## config.mk

```make
export PLATFORM = sky130hd
export DESIGN_NAME = regfile_writeback_flat
export DESIGN_NICKNAME = d
export VERILOG_FILES = /design/src/rtl/regfile_writeback_pkg.sv /design/src/rtl/regfile_writeback_if.sv /design/src/rtl/regfile_writeback_fifo.sv /design/src/rtl/regfile_writeback.sv /design/src/flat_wrapper.sv
export SDC_FILE = /design/constraint.sdc
export NUM_CORES = 1
export LEC_CHECK = 0
export BUFFER_PORTS_ARGS = -buffer_cell sky130_fd_sc_hd__buf_4
export CAP_MARGIN = 25
export CORE_UTILIZATION = 40
export DETAILED_ROUTE_END_ITERATION = 10
export GPL_TIMING_DRIVEN = 0
export PLACE_DENSITY = 0.7
export SYNTH_ARGS = -nofsm -noshare
export SYNTH_HDL_FRONTEND = slang
export SYNTH_SLANG_ARGS = --single-unit
```

## constraint.sdc

```tcl
create_clock -name clk -period 7.4 [get_ports clk]
set_input_delay 1.11 -clock clk [delete_from_list [all_inputs] [get_ports clk]]
set_output_delay 1.11 -clock clk [all_outputs]
set_load 0.005 [all_outputs]
```

## src/rtl/regfile_writeback_pkg.sv

```systemverilog
// Shared register-file geometry and the write-back queue entry type.
package regfile_pkg;

  localparam int NUM_REGS = 64;
  localparam int REG_AW   = $clog2(NUM_REGS);
  localparam int DATA_W   = 32;

  typedef struct packed {
    logic [REG_AW-1:0] rd;
    logic [DATA_W-1:0] data;
  } wb_entry_t;

  typedef struct packed {
    logic              hit;
    logic [DATA_W-1:0] data;
  } fwd_t;

endpackage

```

## src/rtl/regfile_writeback_if.sv

```systemverilog
// Result sources, register-file write port and operand-check signals of the write-back front end.
interface regfile_writeback_if #(
  parameter int DEPTH = 4
);
  import regfile_pkg::*;

  localparam int CW = $clog2(DEPTH) + 1;

  logic              mem_valid;
  logic              mem_ready;
  logic [REG_AW-1:0] mem_rd;
  logic [DATA_W-1:0] mem_data;
  logic              alu_valid;
  logic              alu_ready;
  logic [REG_AW-1:0] alu_rd;
  logic [DATA_W-1:0] alu_data;
  logic              wb_hold;
  logic              wrt;
  logic [REG_AW-1:0] rd;
  logic [DATA_W-1:0] dataIn;
  logic [REG_AW-1:0] chk_rs1;
  logic [REG_AW-1:0] chk_rs2;
  logic              rs1_pending;
  logic              rs2_pending;
  logic [DATA_W-1:0] rs1_fwd;
  logic [DATA_W-1:0] rs2_fwd;
  logic [CW-1:0]     count;

  modport master (
    output mem_valid, mem_rd, mem_data, alu_valid, alu_rd, alu_data,
           wb_hold, chk_rs1, chk_rs2,
    input  mem_ready, alu_ready, wrt, rd, dataIn,
           rs1_pending, rs2_pending, rs1_fwd, rs2_fwd, count
  );

  modport slave (
    input  mem_valid, mem_rd, mem_data, alu_valid, alu_rd, alu_data,
           wb_hold, chk_rs1, chk_rs2,
    output mem_ready, alu_ready, wrt, rd, dataIn,
           rs1_pending, rs2_pending, rs1_fwd, rs2_fwd, count
  );

endinterface

```

## src/rtl/regfile_writeback_fifo.sv

```systemverilog
// In-order circular buffer of write-back entries; exposes every slot with its valid bit
// and age (distance from head) so the top can pick the youngest match.
module wb_entry_fifo
  import regfile_pkg::*;
#(
  parameter  int DEPTH = 4,
  localparam int PW    = $clog2(DEPTH),
  localparam int CW    = PW + 1
) (
  input  logic                       clk,
  input  logic                       rst,
  input  logic                       push_i,
  input  wb_entry_t                  push_entry_i,
  input  logic                       pop_i,
  output wb_entry_t                  head_o,
  output logic                       empty_o,
  output logic                       full_o,
  output logic [CW-1:0]              count_o,
  output wb_entry_t [DEPTH-1:0]      entries_o,
  output logic [DEPTH-1:0]           valid_o,
  output logic [DEPTH-1:0][PW-1:0]   age_o
);

  wb_entry_t [DEPTH-1:0] ent_q;
  logic [DEPTH-1:0]      vld_q, vld_d;
  logic [PW-1:0]         wptr_q, wptr_d;
  logic [PW-1:0]         rptr_q, rptr_d;
  logic [CW-1:0]         count_q, count_d;
  logic                  pop_en, push_en;

  assign empty_o = (count_q == '0);
  assign full_o  = (count_q == CW'(DEPTH));
  // A push into a full buffer is only legal when the head leaves on the same edge.
  assign pop_en  = pop_i & ~empty_o;
  assign push_en = push_i & (~full_o | pop_en);

  always_comb begin
    vld_d   = vld_q;
    wptr_d  = wptr_q;
    rptr_d  = rptr_q;
    count_d = count_q + CW'(push_en) - CW'(pop_en);
    if (pop_en) begin
      vld_d[rptr_q] = 1'b0;
      rptr_d        = rptr_q + 1'b1;
    end
    if (push_en) begin
      vld_d[wptr_q] = 1'b1;
      wptr_d        = wptr_q + 1'b1;
    end
  end

  always_ff @(posedge clk) begin
    if (rst) begin
      vld_q   <= '0;
      wptr_q  <= '0;
      rptr_q  <= '0;
      count_q <= '0;
    end else begin
      vld_q   <= vld_d;
      wptr_q  <= wptr_d;
      rptr_q  <= rptr_d;
      count_q <= count_d;
    end
  end

  always_ff @(posedge clk) begin
    if (push_en) ent_q[wptr_q] <= push_entry_i;
  end

  always_comb begin
    for (int i = 0; i < DEPTH; i++) age_o[i] = PW'(i) - rptr_q;
  end

  assign head_o    = ent_q[rptr_q];
  assign count_o   = count_q;
  assign entries_o = ent_q;
  assign valid_o   = vld_q;

endmodule

```

## src/rtl/regfile_writeback.sv

```systemverilog
// Write-side front end of the 64x32 register file: arbitrates load/ALU results into an
// in-order queue, drains it one write per cycle, and forwards the youngest queued data.
module regfile_writeback
  import regfile_pkg::*;
#(
  parameter int DEPTH   = 4,
  parameter bit DROP_R0 = 1'b0
) (
  input logic               clk,
  input logic               rst,
  regfile_writeback_if.slave bus
);

  localparam int PW = $clog2(DEPTH);
  localparam int CW = PW + 1;

  wb_entry_t                 head;
  wb_entry_t                 push_entry;
  wb_entry_t [DEPTH-1:0]     entries;
  logic [DEPTH-1:0]          valid;
  logic [DEPTH-1:0][PW-1:0]  age;
  logic [CW-1:0]             count;
  logic                      empty, full;
  logic                      pop, space;
  logic                      mem_fire, alu_fire, drop, push;
  fwd_t                      fwd1, fwd2;

  function automatic fwd_t youngest_match(
    input logic [REG_AW-1:0]        rs,
    input wb_entry_t [DEPTH-1:0]    ents,
    input logic [DEPTH-1:0]         vld,
    input logic [DEPTH-1:0][PW-1:0] ages
  );
    fwd_t          r;
    logic [PW-1:0] best;
    r    = '0;
    best = '0;
    for (int i = 0; i < DEPTH; i++) begin
      if (vld[i] && (ents[i].rd == rs) && (!r.hit || (ages[i] > best))) begin
        r.hit  = 1'b1;
        r.data = ents[i].data;
        best   = ages[i];
      end
    end
    return r;
  endfunction

  assign pop   = ~empty & ~bus.wb_hold;
  assign space = ~full | pop;

  // Loads always win; the ALU only sees ready when no load is offered.
  assign bus.mem_ready = space & ~rst;
  assign bus.alu_ready = space & ~bus.mem_valid & ~rst;
  assign mem_fire      = bus.mem_valid & bus.mem_ready;
  assign alu_fire      = bus.alu_valid & bus.alu_ready;

  always_comb begin
    push_entry = '0;
    if (mem_fire) begin
      push_entry.rd   = bus.mem_rd;
      push_entry.data = bus.mem_data;
    end else if (alu_fire) begin
      push_entry.rd   = bus.alu_rd;
      push_entry.data = bus.alu_data;
    end
  end

  // r0 writes are acknowledged to the source but never reach the queue.
  assign drop = DROP_R0 && (push_entry.rd == '0);
  assign push = (mem_fire | alu_fire) & ~drop;

  wb_entry_fifo #(.DEPTH(DEPTH)) u_fifo (
    .clk          (clk),
    .rst          (rst),
    .push_i       (push),
    .push_entry_i (push_entry),
    .pop_i        (pop & ~rst),
    .head_o       (head),
    .empty_o      (empty),
    .full_o       (full),
    .count_o      (count),
    .entries_o    (entries),
    .valid_o      (valid),
    .age_o        (age)
  );

  assign fwd1 = youngest_match(bus.chk_rs1, entries, valid, age);
  assign fwd2 = youngest_match(bus.chk_rs2, entries, valid, age);

  assign bus.wrt         = pop & ~rst;
  assign bus.rd          = (empty || rst) ? '0 : head.rd;
  assign bus.dataIn      = (empty || rst) ? '0 : head.data;
  assign bus.rs1_pending = fwd1.hit & ~rst;
  assign bus.rs2_pending = fwd2.hit & ~rst;
  assign bus.rs1_fwd     = (fwd1.hit && !rst) ? fwd1.data : '0;
  assign bus.rs2_fwd     = (fwd2.hit && !rst) ? fwd2.data : '0;
  assign bus.count       = count;

endmodule
```

## src/flat_wrapper.sv

```systemverilog
// flat-port wrapper written by rule: the top's interface ports become plain ports
module regfile_writeback_flat import regfile_pkg::*;
#(
  parameter int DEPTH   = 4,
  parameter bit DROP_R0 = 1'b0
)
  (clk, rst, bus_mem_valid, bus_mem_rd, bus_mem_data, bus_alu_valid, bus_alu_rd, bus_alu_data, bus_wb_hold, bus_chk_rs1, bus_chk_rs2, bus_mem_ready, bus_alu_ready, bus_wrt, bus_rd, bus_dataIn, bus_rs1_pending, bus_rs2_pending, bus_rs1_fwd, bus_rs2_fwd, bus_count);
  regfile_writeback_if #(.DEPTH(DEPTH)) bus_i ();
  input logic clk;
  input logic rst;
  input wire logic [$bits(bus_i.mem_valid)-1:0] bus_mem_valid;
  input wire logic [$bits(bus_i.mem_rd)-1:0] bus_mem_rd;
  input wire logic [$bits(bus_i.mem_data)-1:0] bus_mem_data;
  input wire logic [$bits(bus_i.alu_valid)-1:0] bus_alu_valid;
  input wire logic [$bits(bus_i.alu_rd)-1:0] bus_alu_rd;
  input wire logic [$bits(bus_i.alu_data)-1:0] bus_alu_data;
  input wire logic [$bits(bus_i.wb_hold)-1:0] bus_wb_hold;
  input wire logic [$bits(bus_i.chk_rs1)-1:0] bus_chk_rs1;
  input wire logic [$bits(bus_i.chk_rs2)-1:0] bus_chk_rs2;
  output wire logic [$bits(bus_i.mem_ready)-1:0] bus_mem_ready;
  output wire logic [$bits(bus_i.alu_ready)-1:0] bus_alu_ready;
  output wire logic [$bits(bus_i.wrt)-1:0] bus_wrt;
  output wire logic [$bits(bus_i.rd)-1:0] bus_rd;
  output wire logic [$bits(bus_i.dataIn)-1:0] bus_dataIn;
  output wire logic [$bits(bus_i.rs1_pending)-1:0] bus_rs1_pending;
  output wire logic [$bits(bus_i.rs2_pending)-1:0] bus_rs2_pending;
  output wire logic [$bits(bus_i.rs1_fwd)-1:0] bus_rs1_fwd;
  output wire logic [$bits(bus_i.rs2_fwd)-1:0] bus_rs2_fwd;
  output wire logic [$bits(bus_i.count)-1:0] bus_count;
  assign bus_i.mem_valid = bus_mem_valid;
  assign bus_i.mem_rd = bus_mem_rd;
  assign bus_i.mem_data = bus_mem_data;
  assign bus_i.alu_valid = bus_alu_valid;
  assign bus_i.alu_rd = bus_alu_rd;
  assign bus_i.alu_data = bus_alu_data;
  assign bus_i.wb_hold = bus_wb_hold;
  assign bus_i.chk_rs1 = bus_chk_rs1;
  assign bus_i.chk_rs2 = bus_chk_rs2;
  assign bus_mem_ready = bus_i.mem_ready;
  assign bus_alu_ready = bus_i.alu_ready;
  assign bus_wrt = bus_i.wrt;
  assign bus_rd = bus_i.rd;
  assign bus_dataIn = bus_i.dataIn;
  assign bus_rs1_pending = bus_i.rs1_pending;
  assign bus_rs2_pending = bus_i.rs2_pending;
  assign bus_rs1_fwd = bus_i.rs1_fwd;
  assign bus_rs2_fwd = bus_i.rs2_fwd;
  assign bus_count = bus_i.count;
  regfile_writeback #(.DEPTH(DEPTH), .DROP_R0(DROP_R0)) u_core (.clk(clk), .rst(rst), .bus(bus_i));
endmodule
```

# After elaboration in Yosys (flattened, before gate mapping)

Cells that the tools add are included.

Add/sub/neg operators: 8
$lt $le $gt $ge: 10
Reduce and logical (&&, ||, !) cells: 33
Bitwise logic cells: 22
Equality and inequality tests: 9
Multiplexer cells: 31

Operators with widths:

| cell                                                              | number |
|---|---|
| 2-to-1 mux 33 bit                                                 | 8 |
| bitwise mux 152 bit                                               | 1 |
| 2-to-1 mux 38 bit                                                 | 4 |
| 2-to-1 mux 32 bit                                                 | 3 |
| binary-select mux 38 bit (select 2 bit)                           | 1 |
| demux 38 bit (select 2 bit)                                       | 1 |
| == test 6 bit                                                     | 8 |
| logical AND 1 bit                                                 | 18 |
| > comparator 2 bit                                                | 6 |
| 2-to-1 mux 2 bit                                                  | 6 |
| AND 1 bit                                                         | 11 |
| 2-to-1 mux 4 bit                                                  | 2 |
| logical NOT 1 bit                                                 | 7 |
| logical OR 1 bit                                                  | 7 |
| less-than comparator 2 x 3 -> 1 bit, second input constant        | 2 |
| 2-to-1 mux 6 bit                                                  | 1 |
| inverter 1 bit                                                    | 5 |
| adder 2 x 1 -> 2 bit, second input constant                       | 2 |
| AND 4 bit                                                         | 1 |
| demux 1 bit (select 2 bit)                                        | 2 |
| greater-or-equal comparator 2 x 1 -> 1 bit, second input constant | 2 |
| inverter 4 bit                                                    | 1 |
| bitwise OR 4 bit                                                  | 1 |
| subtractor 1 x 2 -> 2 bit, first input constant                   | 2 |
| 7 further kinds                                                   | 11 |

Bits of input ports: 93
Flip-flop bits (word level): 163
Word-level logic and storage cells: 125

# Depth between registers and ports, before layout

Gate-level depths: netlist of the first run.

Word-level depth: 17
Mapped depth: 28
Depth with buffers taken out: 21

# Hierarchy

A second synthesis of the first run with hierarchy kept.

Cells, all modules: 926
Area, all modules: 10204.8 um2

Modules (own cells, without submodules):

| module            | area an instance (um2) | sequential area each (um2) | times used | cells an instance |
|---|---|---|---|---|
| wb_entry_fifo     | 6112.1                 | 4784.6                     | 1          | 274 |
| regfile_writeback | 4092.7                 | 0.0                        | 1          | 652 |

# Least setup slack after synthesis of the first run

No wires, ideal clock.

Path type: input to output
Start point: input port bus_chk_rs1[0]
End point: output port bus_rs1_fwd[10]
Arrival time: 4.996 ns
Data required time: 6.290 ns
Path buffers: 6
Cell stages on the path: 25
Setup slack: 1.294 ns
Cells stage by stage: buf_6 xor2_1 nor3_2 and4_1 a21boi_2 clkbuf_1 mux2_2 ha_1 nand2_1 o21ai_0 o21ai_1 and2_1 buf_2 clkbuf_1 o21ai_0 o21ai_0 ha_1 inv_1 a21oi_1 a21oi_1 nor2b_1 or3_1 buf_2 buf_6 o31ai_2

Word-level cells in the longest chain between the ends: 17
Elaborated cells between the ends (all ways): 29
Classes of those cells: 3 x order compare; 4 x eq/ne; 8 x mux; 14 x reduce/logical

RTL lines:

| item                                                           | RTL line                | source |
|---|---|---|
| from (decl)                                                    | flat_wrapper.sv:18      | `input wire logic [$bits(bus_i.chk_rs1)-1:0] bus_chk_rs1;` |
| == test 6 bit                                                  | regfile_writeback.sv:39 | `if (vld[i] && (ents[i].rd == rs) && (!r.hit \|\| (ages[i] > best))) begin` |
| logical AND 1 bit                                              | regfile_writeback.sv:39 |  |
| 2-to-1 mux 2 bit / 2-to-1 mux 33 bit (equally long branches)   | regfile_writeback.sv:39 |  |
| > comparator 2 bit / logical NOT 1 bit (equally long branches) | regfile_writeback.sv:39 |  |
| logical OR 1 bit                                               | regfile_writeback.sv:39 |  |
| logical AND 1 bit                                              | regfile_writeback.sv:39 |  |
| 2-to-1 mux 2 bit / 2-to-1 mux 33 bit (equally long branches)   | regfile_writeback.sv:39 |  |
| > comparator 2 bit / logical NOT 1 bit (equally long branches) | regfile_writeback.sv:39 |  |
| logical OR 1 bit                                               | regfile_writeback.sv:39 |  |
| logical AND 1 bit                                              | regfile_writeback.sv:39 |  |
| 2-to-1 mux 2 bit / 2-to-1 mux 33 bit (equally long branches)   | regfile_writeback.sv:39 |  |
| > comparator 2 bit / logical NOT 1 bit (equally long branches) | regfile_writeback.sv:39 |  |
| logical OR 1 bit                                               | regfile_writeback.sv:39 |  |
| logical AND 1 bit                                              | regfile_writeback.sv:39 |  |
| 2-to-1 mux 33 bit *                                            | regfile_writeback.sv:39 |  |
| logical AND 1 bit                                              | regfile_writeback.sv:95 | `assign bus.rs1_fwd = (fwd1.hit && !rst) ? fwd1.data : '0;` |
| 2-to-1 mux 32 bit *                                            | regfile_writeback.sv:95 |  |
| to (decl)                                                      | flat_wrapper.sv:27      | `output wire logic [$bits(bus_i.rs1_fwd)-1:0] bus_rs1_fwd;` |

Every way passes the cells marked *; elsewhere a longest branch is shown, timed or not.

# Worst setup path after layout of the first run

Start point: register u_core.u_fifo.rptr_q[1]
End point: output port bus_rs2_fwd[27]

Word-level cells in the longest chain between the ends: 16
Elaborated cells between the ends (all ways): 23
Classes of those cells: 4 x add/sub; 3 x order compare; 7 x mux; 9 x reduce/logical

RTL lines:

| item                                                           | RTL line                     | source |
|---|---|---|
| from (decl)                                                    | regfile_writeback_fifo.sv:27 | `logic [PW-1:0] rptr_q, rptr_d;` |
| from (signal assigned)                                         | regfile_writeback_fifo.sv:61 | `rptr_q <= rptr_d;` |
| subtractor 1 x 2 -> 2 bit                                      | regfile_writeback_fifo.sv:71 | `for (int i = 0; i < DEPTH; i++) age_o[i] = PW'(i) - rptr_q;` |
| 2-to-1 mux 2 bit                                               | regfile_writeback.sv:39      |  |
| > comparator 2 bit                                             | regfile_writeback.sv:39      |  |
| logical OR 1 bit                                               | regfile_writeback.sv:39      |  |
| logical AND 1 bit                                              | regfile_writeback.sv:39      |  |
| 2-to-1 mux 2 bit / 2-to-1 mux 33 bit (equally long branches)   | regfile_writeback.sv:39      |  |
| > comparator 2 bit / logical NOT 1 bit (equally long branches) | regfile_writeback.sv:39      |  |
| logical OR 1 bit                                               | regfile_writeback.sv:39      |  |
| logical AND 1 bit                                              | regfile_writeback.sv:39      |  |
| 2-to-1 mux 2 bit / 2-to-1 mux 33 bit (equally long branches)   | regfile_writeback.sv:39      |  |
| > comparator 2 bit / logical NOT 1 bit (equally long branches) | regfile_writeback.sv:39      |  |
| logical OR 1 bit                                               | regfile_writeback.sv:39      |  |
| logical AND 1 bit                                              | regfile_writeback.sv:39      |  |
| 2-to-1 mux 33 bit *                                            | regfile_writeback.sv:39      |  |
| logical AND 1 bit                                              | regfile_writeback.sv:96      | `assign bus.rs2_fwd = (fwd2.hit && !rst) ? fwd2.data : '0;` |
| 2-to-1 mux 32 bit *                                            | regfile_writeback.sv:96      |  |
| to (decl)                                                      | flat_wrapper.sv:28           | `output wire logic [$bits(bus_i.rs2_fwd)-1:0] bus_rs2_fwd;` |

Marks and branches as above.

==> metrics.txt, run 1 <==
status=finished, final reports clean; dominant synthesized flop cell=edfxtp_1; vias in the first global route=7913; Longest Clk Path Bufs=2; worst hold path class=register to register; min Tclk post-route=about 7.2 ns; Avg Inst Size Synth=about 12 sq um; Mapped Area=~9600 sq um; hold_ws=0.510 ns; Routed Antenna Nets=0; gr usage total=0.263; CTS sink count=around 160; most common cell after layout, fill and taps aside=buf_4; layout cells sized above 1=0.360; crit-path max cell delay=between 0.4 and 0.5 ns; GRT overflow=0; Critical Path AT=slightly above 6 ns; Slowest-stage cell, CP=dfxtp_2; Lkg Pwr=between 0.004 and 0.005 uW; post-synthesis sequential area ratio=0.500; Synth Instances=790; clock slew at reported path FFs=approximately 0.070 ns; sequential power share=0.416; Clock Skews=0.0113 ns; GR Util met1=0.349; most frequent cells in the layout=201 x buf_4, 152 x edfxtp_1, 64 x a221oi_1; fin crit share=0.976; DRT iter0 DRCs=just under 1000; Post-synth EDFFs=about 150; aggregate routed wire length=about 32 mm; RSZ-0062 raised after global routing=no; Worst Max-Slew Pin Slew=slightly below 1 ns; startpoint types=register; P&R area growth vs syn=29.1%; Max Cap Viol=0; crit-path max FO=10; die area=about 25000 sq um; IO Pins=203; Crit Path Category=register to output port; first-pass GRT wire length=around 47 mm; GRT met3 Usage=0.0618; Worst Path Required=about 6.3 ns; TritonCTS Buffers=17; Gate power share=0.240; Pwr Density=around 220 nW/um^2; critical path capture point type=output port; normalized max-slew margin=0.344; met2 GRT Util=0.411; peak supply drop=around 0.15 mV; synthesized flop and latch total=about 160; Via density=between 6 and 7; setup violators final=0; Core Box Area=about 23000 sq um; Post-DP HPWL=about 22 mm; Die Y-Extent=approximately 160 microns; RD Place Congestion=0.863; CP top delay family=buffers and inverters; count of final max-slew check failures=0; most used routing layer=met2; total power=approximately 2700 uW; Placed Instance Area=11600 sq um; die width=~160 microns; achievable frequency=roughly 140 MHz; Pint=1940 uW; PortBufs=approximately 200; Mapped Nets=903; Synth cell types=46; root buffer cell=clkbuf_16; vias=approximately 8300; drt first pass iters=8; Synth warnings=0; row count=56; Clk pwr share=0.344; # DRC=0; fin nets=between 1000 and 1500; initial antenna violation count=0; Net Sw Frac=0.286; critical path cell sequence=buf_4, inv_1, ha_1, nor2b_1, nor4b_2, nor2_2, clkbuf_2, mux2_2, ha_1, a21oi_1, o21a_1, buf_2, buf_2, mux2_2, ha_1, nor2b_1, o21ai_1, o21bai_2, buf_2, o32ai_1, buf_4; final hold viol count=0; Initial Utilization=0.408; NetSw=around 800 uW; H-Tree Depth=4; largest net degree at the start of global routing=30; antenna cells=0; per-cell routed wire length=around 24 microns; Synth async-reset ratio=0; CP Buf/Inv Count=7; CTS tree=yes; Design Area, Final=12400 sq um; worst skew pair latency=between 0.4 and 0.5 ns
final timing paths:
check | cells past startpoint | endpoint | startpoint | slack (ns)
max | 21 | bus_rs2_fwd[27] | u_core.u_fifo.rptr_q[1] | 0.18
min | 2 | u_core.u_fifo.wptr_q[1] | u_core.u_fifo.wptr_q[1] | 0.51
max reg2reg | 15 | u_core.u_fifo.count_o[2] | u_core.u_fifo.count_o[1] | 3.97
min reg2reg | 2 | u_core.u_fifo.wptr_q[1] | u_core.u_fifo.wptr_q[1] | 0.51
tightest hold or removal path, delay by kind of cell, from the launching register on:
family | cells | cell delay [ns]
simple gates | 1 | 0.07
flops | 1 | 0.34
compound gates | 1 | 0.05
Yosys cell counts, types with 24 or more instances:
library cell	instances	area (sq um)
nand2_1	46	173
xor2_1	27	236
edfxtp_1	152	4560
a221oi_1	64	561
nor2b_1	44	275
a22o_1	38	333
inv_1	43	161
mux4_2	38	856
o32ai_1	32	280
buf_2	24	120
clkbuf_1	32	120
xnor2_1	24	210
a21oi_1	39	195
nor2_1	31	116
area by class of cell:
| cell class | instances | area, sq um |
|---|---|---|
| Buffer | 66 | 327 |
| Sequential cell | 163 | 4790 |
| Inverter | 43 | 161 |
| Tap cell | 319 | 399 |
| Timing Repair Buffer | 204 | 1580 |
| Fill cell | 2055 | 11100 |
| Clock inverter | 15 | 194 |
| Multi-Input combinational cell | 514 | 4490 |
| Clock buffer | 17 | 425 |
per-stage QoR:
stage | TNS [ns] | instances | setup WS [ns] | util
floorplan | 0 | 790 | 1.29 | -
finish | 0 | 1341 | 0.180 | 0.527
CTS | 0 | 1341 | 0.0409 | 0.523
detailed placement | -17.06 | 1312 | -0.568 | 0.492
global route | 0 | 1341 | 0.00157 | 0.527
global placement | -16.49 | 1308 | -0.571 | 0.488
power groups by stage:
stage                     logic (uW)  registers, uW  clock network (uW)
final                            653           1130                 938
after global routing             705           1140                 975
after CTS                        657           1130                 937
after detailed placement         655           1150                   0
after global placement           641           1150                   0
after floorplan                  383           1130                   0
routing by layer:
layer  vias to the layer above  share of wire
li1                       3549              -
met1                      4015           0.39
met2                       620           0.47
met3                        78           0.11
met4                         0          0.031
met5                         -              0
cells by family after synthesis:
group | after synthesis | synth area share
fa+ha+maj | 20 | 0.0269
compound gates | 245 | 0.195
flops | 163 | 0.500
simple gates | 155 | 0.0872
mux | 43 | 0.0953
xor+xnor | 51 | 0.0467
buf+inv | 113 | 0.0491
flip-flops by register name, indices dropped and copies added (netlist names):
| register | flops |
|---|---|
| u_core.u_fifo.entries_o | 152 |
| u_core.u_fifo.valid_o | 4 |
| u_core.u_fifo.count_o | 3 |
| u_core.u_fifo.rptr_q | 2 |
| u_core.u_fifo.wptr_q | 2 |
repair_timing:
item	in CTS	in global routing
hold buffers	0	0
resized for setup	28	23
pin swaps	0	1
setup endpoints to repair	64	64
buffers inserted	0	1
Power figures use the tool's default switching activity.
==> run 2, diff against run 1 <==
--- a/config.mk
+++ b/config.mk
@@ -5,12 +5,13 @@
 export SDC_FILE = /design/constraint.sdc
 export NUM_CORES = 1
 export LEC_CHECK = 0
+export ABC_AREA = 1
 export BUFFER_PORTS_ARGS = -buffer_cell sky130_fd_sc_hd__buf_4
 export CAP_MARGIN = 25
 export CORE_UTILIZATION = 40
 export DETAILED_ROUTE_END_ITERATION = 10
 export GPL_TIMING_DRIVEN = 0
-export PLACE_DENSITY = 0.7
+export PLACE_DENSITY = 0.68
 export SYNTH_ARGS = -nofsm -noshare
 export SYNTH_HDL_FRONTEND = slang
 export SYNTH_SLANG_ARGS = --single-unit
==> constraint.sdc (replaced) <==
create_clock -name clk -period 7.4 [get_ports clk]
set_input_delay 0.37 -clock clk [delete_from_list [all_inputs] [get_ports clk]]
set_output_delay 0.37 -clock clk [all_outputs]
set_load 0.005 [all_outputs]
==> run 2 against run 1 <==
Final area up 18%. Core utilization down 2.4 points. Global-route usage up 5.1 points. Total power up 10%. Clock power up 2.9%. First-iteration DRC count up 77%. Combinational power up 39%. Setup slack better by 0.22 ns. Clock skew about the same. Non-clock buffer count up 48. Cell count up 74%. Via count up 62%. Critical endpoint is now bus_rs2_fwd[25]. Largest cell class is now multi-input combinational cells. Largest power group unchanged.
==> metrics.txt, run 2 <==
post-synthesis sequential area ratio=0.400 (-0.0997); Mapped Area=12000 sq um (+25%); Post-DP HPWL=34.8 mm (+55%); final hold viol count=0 (unchanged); fin nets=2053 (+83%); initial antenna violation count=0 (unchanged); die area=30600 sq um (+25%); Reg area=4780 sq um (about the same); Pwr Density=205 nW/um^2 (-6.8%); sequential power share=0.377 (-0.039); RD Place Congestion=0.975 (+13%); drt first pass iters=8 (unchanged); Avg Inst Size Synth=6.97 sq um (-43%); crit-path max FO=14 (+4); fin crit share=0.946 (-0.0301); multi-input combinational cell area=6060 sq um (+35%); TritonCTS Buffers=17 (unchanged); Synth cell types=39 (-15%); Worst Path Required=7.03 ns (+0.74 ns); RSZ-0062 raised after global routing=no; most common cell after layout, fill and taps aside=nand2_1; synthesized flop and latch total=163 (unchanged); Synth top area share=0.382 (-0.0951); IO Pins=203 (unchanged); Largest register FFs=152 (unchanged); top cell type by total area after synthesis=edfxtp_1; critical path capture point type=output port; Initial Utilization=0.411 (+0.00326); largest net degree at the start of global routing=26 (-13%); clock slew at reported path FFs=0.07 ns (about the same); Synth async-reset ratio=0 (unchanged); Synth Instances=1717 (+120%); dpl cells=2305 (+76%); CTS-repair resized insts=0 (-100%); Lkg Pwr=0.00654 uW (+47%); GRT overflow=0 (unchanged); Crit Path Category=register to output port; PortBufs=200 (+0.50%); Critical Path AT=6.63 ns (+0.52 ns); vias in the first global route=12600 (+60%); setup_tns=0 ns (unchanged); peak supply drop=0.103 mV (-32%); count leader, synth=nand2_1; Clock Skews=0.0111 ns (-0.000206 ns); H-Tree Depth=4 (unchanged); reg-to-reg slack, setup=4.57 ns (+0.60 ns); # DRC=0 (unchanged); setup violators final=0 (unchanged); Die Y-Extent=175 microns (+12%); die width=175 microns (+12%); antenna cells=0 (unchanged); Post-synth EDFFs=152 (unchanged); most frequent cells after synthesis=514 x nand2_1, 294 x nand3_1, 215 x nor2_1; Via density=5.74 (-6.9%); CTS sink count=163 (unchanged); layout cells sized above 1=0.176 (-0.184); aggregate routed wire length=48.8 mm (+51%); Area contributors post-synth=edfxtp_1 38%, nand2_1 16%, nand3_1 12%, nor2_1 6.7%, inv_1 4.1%; Hold-fix buffers, CTS=0 (unchanged); worst hold path class=input port to register; Longest Clk Path Bufs=2 (unchanged); CTS tree=yes; first-pass GRT wire length=72.5 mm (+54%); achievable frequency=143 MHz (+3.2%); Clk pwr share=0.321 (-0.023); fill count=2867 (+40%); Net Sw Frac=0.362 (+0.0754); Routed Antenna Nets=0 (unchanged); Max Cap Viol=0 (unchanged); startpoint types=register; dominant synthesized flop cell=edfxtp_1; Worst Max-Slew Pin Slew=0.981 ns (-0.00305 ns); Core Box Area=29100 sq um (+24%); min Tclk post-route=7.00 ns (-0.223 ns); Synth warnings=0 (unchanged); row count=62 (+11%); setup bufs post-CTS=0 (unchanged); per-cell routed wire length=20.9 microns (-13%); status=finished, final reports clean; DRT iter0 DRCs=1724 (+77%); Pint=1920 uW (-1.3%); count of final max-slew check failures=0 (unchanged); normalized max-slew margin=0.346 (+0.00204); worst skew pair latency=0.43 ns (-0.02 ns); vias=13400 (+62%); root buffer cell=clkbuf_16; P&R area growth vs syn=22.4%; Mapped Nets=1830 (+100%); NetSw=1090 uW (+39%); most frequent cells in the layout=514 x nand2_1, 294 x nand3_1, 215 x nor2_1, 215 x buf_4, 152 x edfxtp_1; gr usage total=0.314 (+0.0508); non-filler instance count after layout=2337 (+74%); Gate power share=0.301 (+0.061)
[run 2: path summary, 6_finish.rpt]
check / start / to / cells after the start
worst max register to register: u_core.u_fifo.count_o[1] / u_core.u_fifo.count_o[2] / 9
worst min register to register: u_core.u_fifo.valid_o[2] / u_core.u_fifo.valid_o[2] / 2
worst max-delay path: u_core.u_fifo.rptr_q[1] / bus_rs2_fwd[25] / 27
worst min-delay path: rst / u_core.u_fifo.count_o[1] / 2
[run 2: cell type report]
cell class / count / area share
inverters: 146 / 0.0376
multi-input cells: 1294 / 0.414
plain buffers: 114 / 0.0386
clock inverters: 15 / 0.0129
repair buffers: 204 / 0.108
flip-flops and latches: 163 / 0.327
well taps: 384 / 0.0328
clock buffers: 17 / 0.0291
[run 2: cell families (layout without fill, tap and decap cells)]
group                      after synthesis  in the layout  share of synthesized area
AOI/OAI and AO/OA                      185            185                     0.0896
xor gates and xnor gates                 8              8                    0.00586
adders and majority gates               20             20                     0.0216
buffers and inverters                  260            496                     0.0933
DFF                                    163            163                      0.400
and+or+nand+nor                       1081           1081                      0.390
[run 2: layer usage]
layer,global-route usage,up-vias,part of all wire
li1,-,6111,-
met1,0.403,6160,0.39
met2,0.495,965,0.45
met3,0.0718,171,0.12
met4,0.151,2,0.045
met5,0.0272,-,0.0019
[run 2: power groups by stage]
stage / logic [uW] / registers, uW / clock network [uW]
6_report: 905 / 1130 / 965
5_1_grt: 960 / 1140 / 994
4_1_cts: 872 / 1130 / 957
3_5_place_dp: 870 / 1150 / 0
3_3_place_gp: 850 / 1150 / 0
2_1_floorplan: 461 / 1140 / 0
[run 2: metrics by stage]
step                      worst slack, ns  power [uW]  area, sq um  utilization  hold WS [ns]
after floorplan                      2.88        1600        12000            -         0.445
after global placement               1.20        2000        13900        0.479         0.476
after detailed placement             1.14        2020        14000        0.482         0.477
after CTS                           0.689        2960        14600        0.503         0.259
after global routing                0.229        3090        14600        0.503         0.296
final                               0.403        3000        14600        0.503         0.264
[run 2: worst max-delay path, stage by stage, from the launching register on]
cell and delay, ns:
dfxtp_1 0.35, clkbuf_1 0.43, clkinv_1 0.51, clkbuf_1 0.51, ha_1 0.41, nand3_4 0.17, clkbuf_1 0.58, nand3_1 0.16
nand2_1 0.14, ha_1 0.15, nor2_1 0.04, o21ai_0 0.27, nand2_4 0.16, nand2_4 0.14, inv_4 0.06, buf_6 0.14
nand2_1 0.05, o21ai_1 0.06, ha_1 0.29, inv_1 0.06, nor2_1 0.03, o21ai_0 0.27, nand2_2 0.22, clkbuf_1 0.33
nand3_1 0.16, nand2_1 0.07, nor2_1 0.24, buf_4 0.17
==> run 3, diff against run 2 <==
--- a/config.mk
+++ b/config.mk
@@ -8,10 +8,12 @@
 export ABC_AREA = 1
 export BUFFER_PORTS_ARGS = -buffer_cell sky130_fd_sc_hd__buf_4
 export CAP_MARGIN = 25
-export CORE_UTILIZATION = 40
+export CELL_PAD_IN_SITES_DETAIL_PLACEMENT = 1
+export CELL_PAD_IN_SITES_GLOBAL_PLACEMENT = 2
+export CORE_UTILIZATION = 32
 export DETAILED_ROUTE_END_ITERATION = 10
 export GPL_TIMING_DRIVEN = 0
-export PLACE_DENSITY = 0.68
+export PLACE_DENSITY = 0.9
 export SYNTH_ARGS = -nofsm -noshare
 export SYNTH_HDL_FRONTEND = slang
 export SYNTH_SLANG_ARGS = --single-unit
==> run 3 against run 2 <==
Final area rose by 1.0%. Combinational power rose by 3.4%. First-iteration DRC count fell by 19%. Fmax barely moved. Flip-flop and latch count did not move. Sequential power barely moved. Core utilization fell by 10 points. Clock power rose by 7%. Clock skew rose by 0.0015 ns. Via count rose by 0.43%. Global-route usage fell by 1.5 points. Count of clock-buffer cells in the layout rose by 1. Largest power group unchanged. Highest routed layer is now met4.
==> metrics.txt, run 3 (same netlist as run 2, synthesis figures left out) <==
IO Pins=203 (unchanged); H-Tree Depth=4 (unchanged); CTS-repair resized insts=0 (unchanged); Via density=5.56 (-3.0%); Die Y-Extent=195 microns (+12%); vias=13500 (+0.43%); CP top delay family=simple AND/OR/NAND/NOR gates; root buffer cell=clkbuf_16; Pwr Density=210 nW/um^2 (+2.3%); per-cell routed wire length=23.4 microns (+12%); Post-DP HPWL=41.3 mm (+19%); min Tclk post-route=7.00 ns (+0.00540 ns); clock slew at reported path FFs=0.07 ns (about the same); R2R Path Start=u_core.u_fifo.count_o[1]; die area=38100 sq um (+25%); dpl cells=2389 (+3.6%); setup violators final=0 (unchanged); row count=70 (+13%); Hold-fix buffers, CTS=0 (unchanged); setup_tns=0 ns (unchanged); Routed Antenna Nets=0 (unchanged); R2R cell count=9 (unchanged); drt first pass iters=5 (-3); reg-to-reg slack, setup=4.47 ns (-0.10 ns); # DRC=0 (unchanged); TritonCTS Buffers=17 (unchanged); layout cells sized above 1=0.174 (-0.00145); most frequent cells in the layout=514 x nand2_1, 294 x nand3_1, 215 x nor2_1, 215 x buf_4, 152 x edfxtp_1; achievable frequency=143 MHz (about the same); die width=195 microns (+12%); setup bufs post-CTS=0 (unchanged); largest net degree at the start of global routing=27 (+3.8%); crit path launch=u_core.u_fifo.rptr_q[1]; CP Depth=27 (unchanged); Longest Clk Path Bufs=2 (unchanged); Worst Max-Slew Pin Slew=1.02 ns (+0.0377 ns); GRT overflow=0 (unchanged); worst hold path class=input port to register; worst slack, placed=1.04 ns (-0.107 ns); CP Buf/Inv Count=7 (-2); Slowest-stage cell, CP=clkinv_1; fin crit share=0.946 (about the same); CP endpoint=bus_rs1_fwd[20]; P&R area growth vs syn=23.7%; Crit Path Category=register to output port; crit-path max FO=14 (unchanged); non-filler instance count after layout=2420 (+3.6%); worst skew pair latency=0.45 ns (+0.02 ns); Worst Path Required=7.03 ns (about the same); Max Cap Viol=0 (unchanged); Largest register FFs=152 (unchanged); CTS sink count=163 (unchanged); peak supply drop=0.181 mV (+76%); PortBufs=200 (unchanged); Initial Utilization=0.326 (-0.0852); gr usage total=0.299 (-0.0153); crit-path max cell delay=0.50 ns (-0.08 ns); first-pass GRT wire length=84.5 mm (+16%); Core Box Area=36700 sq um (+26%); DRT iter0 DRCs=1396 (-19%); Crit Reg-Reg Endpoint=u_core.u_fifo.count_o[2]; initial antenna violation count=0 (unchanged); Worst Slack Setup Final=0.397 ns (-0.00540 ns); normalized max-slew margin=0.321 (-0.0251); final hold viol count=0 (unchanged); most common cell after layout, fill and taps aside=nand2_1; Critical Path AT=6.63 ns (about the same); RD Place Congestion=0.891 (-8.6%); RSZ-0062 raised after global routing=no; fin nets=2053 (unchanged); CTS tree=yes; Clock Skews=0.0125 ns (+0.00146 ns); critical path capture point type=output port; cell mode on critical path=o21ai_0; Lkg Pwr=0.00656 uW (+0.20%); status=finished, final reports clean; startpoint types=register; aggregate routed wire length=56.7 mm (+16%); antenna cells=0 (unchanged); vias in the first global route=14200 (+13%); count of final max-slew check failures=0 (unchanged)
run 3: power by group:
| part | total, uW | internal, uW | switching (uW) |
|---|---|---|---|
| clock | 1030 | 632 | 401 |
| sequential | 1130 | 1080 | 50.8 |
| combinational | 936 | 293 | 643 |
| total | 3100 | 2010 | 1100 |
run 3: worst min path at each step:
stage          cells past startpoint                     start  slack, ns                  endpoint
6_report                           2                       rst       0.25  u_core.u_fifo.count_o[0]
5_1_grt                            2                       rst       0.28  u_core.u_fifo.count_o[1]
4_1_cts                            2                       rst       0.26  u_core.u_fifo.count_o[0]
3_5_place_dp                       1   u_core.u_fifo.wptr_q[0]       0.49   u_core.u_fifo.wptr_q[0]
3_3_place_gp                       1   u_core.u_fifo.wptr_q[0]       0.48   u_core.u_fifo.wptr_q[0]
2_1_floorplan                      2  u_core.u_fifo.valid_o[2]       0.44  u_core.u_fifo.valid_o[2]
run 3: routing by layer:
| layer | GRT usage | vias to the layer above | routed length [microns] |
|---|---|---|---|
| met5 | 0 | - | 0 |
| met2 | 0.500 | 623 | 26900 |
| met3 | 0.0444 | 148 | 3810 |
| li1 | - | 6110 | - |
| met1 | 0.377 | 6585 | 23600 |
| met4 | 0.141 | 0 | 2410 |
run 3: layout make-up:
class,instances,area (sq um)
Buffer,114,566
Clock buffer,18,429
Clock inverter,13,233
Fill cell,4676,21900
Inverter,146,551
Multi-Input combinational cell,1294,6060
Sequential cell,163,4780
Tap cell,468,586
Timing Repair Buffer,204,1580
run 3: per-stage QoR:
stage               hold WS, ns  power (uW)   util  instance area (sq um)
global placement          0.479        2040  0.383                  14000
finish                    0.254        3100  0.403                  14800
CTS                       0.258        3090  0.403                  14800
detailed placement        0.494        2070  0.385                  14100
global route              0.284        3200  0.403                  14800
floorplan                 0.445        1600      -                  12000
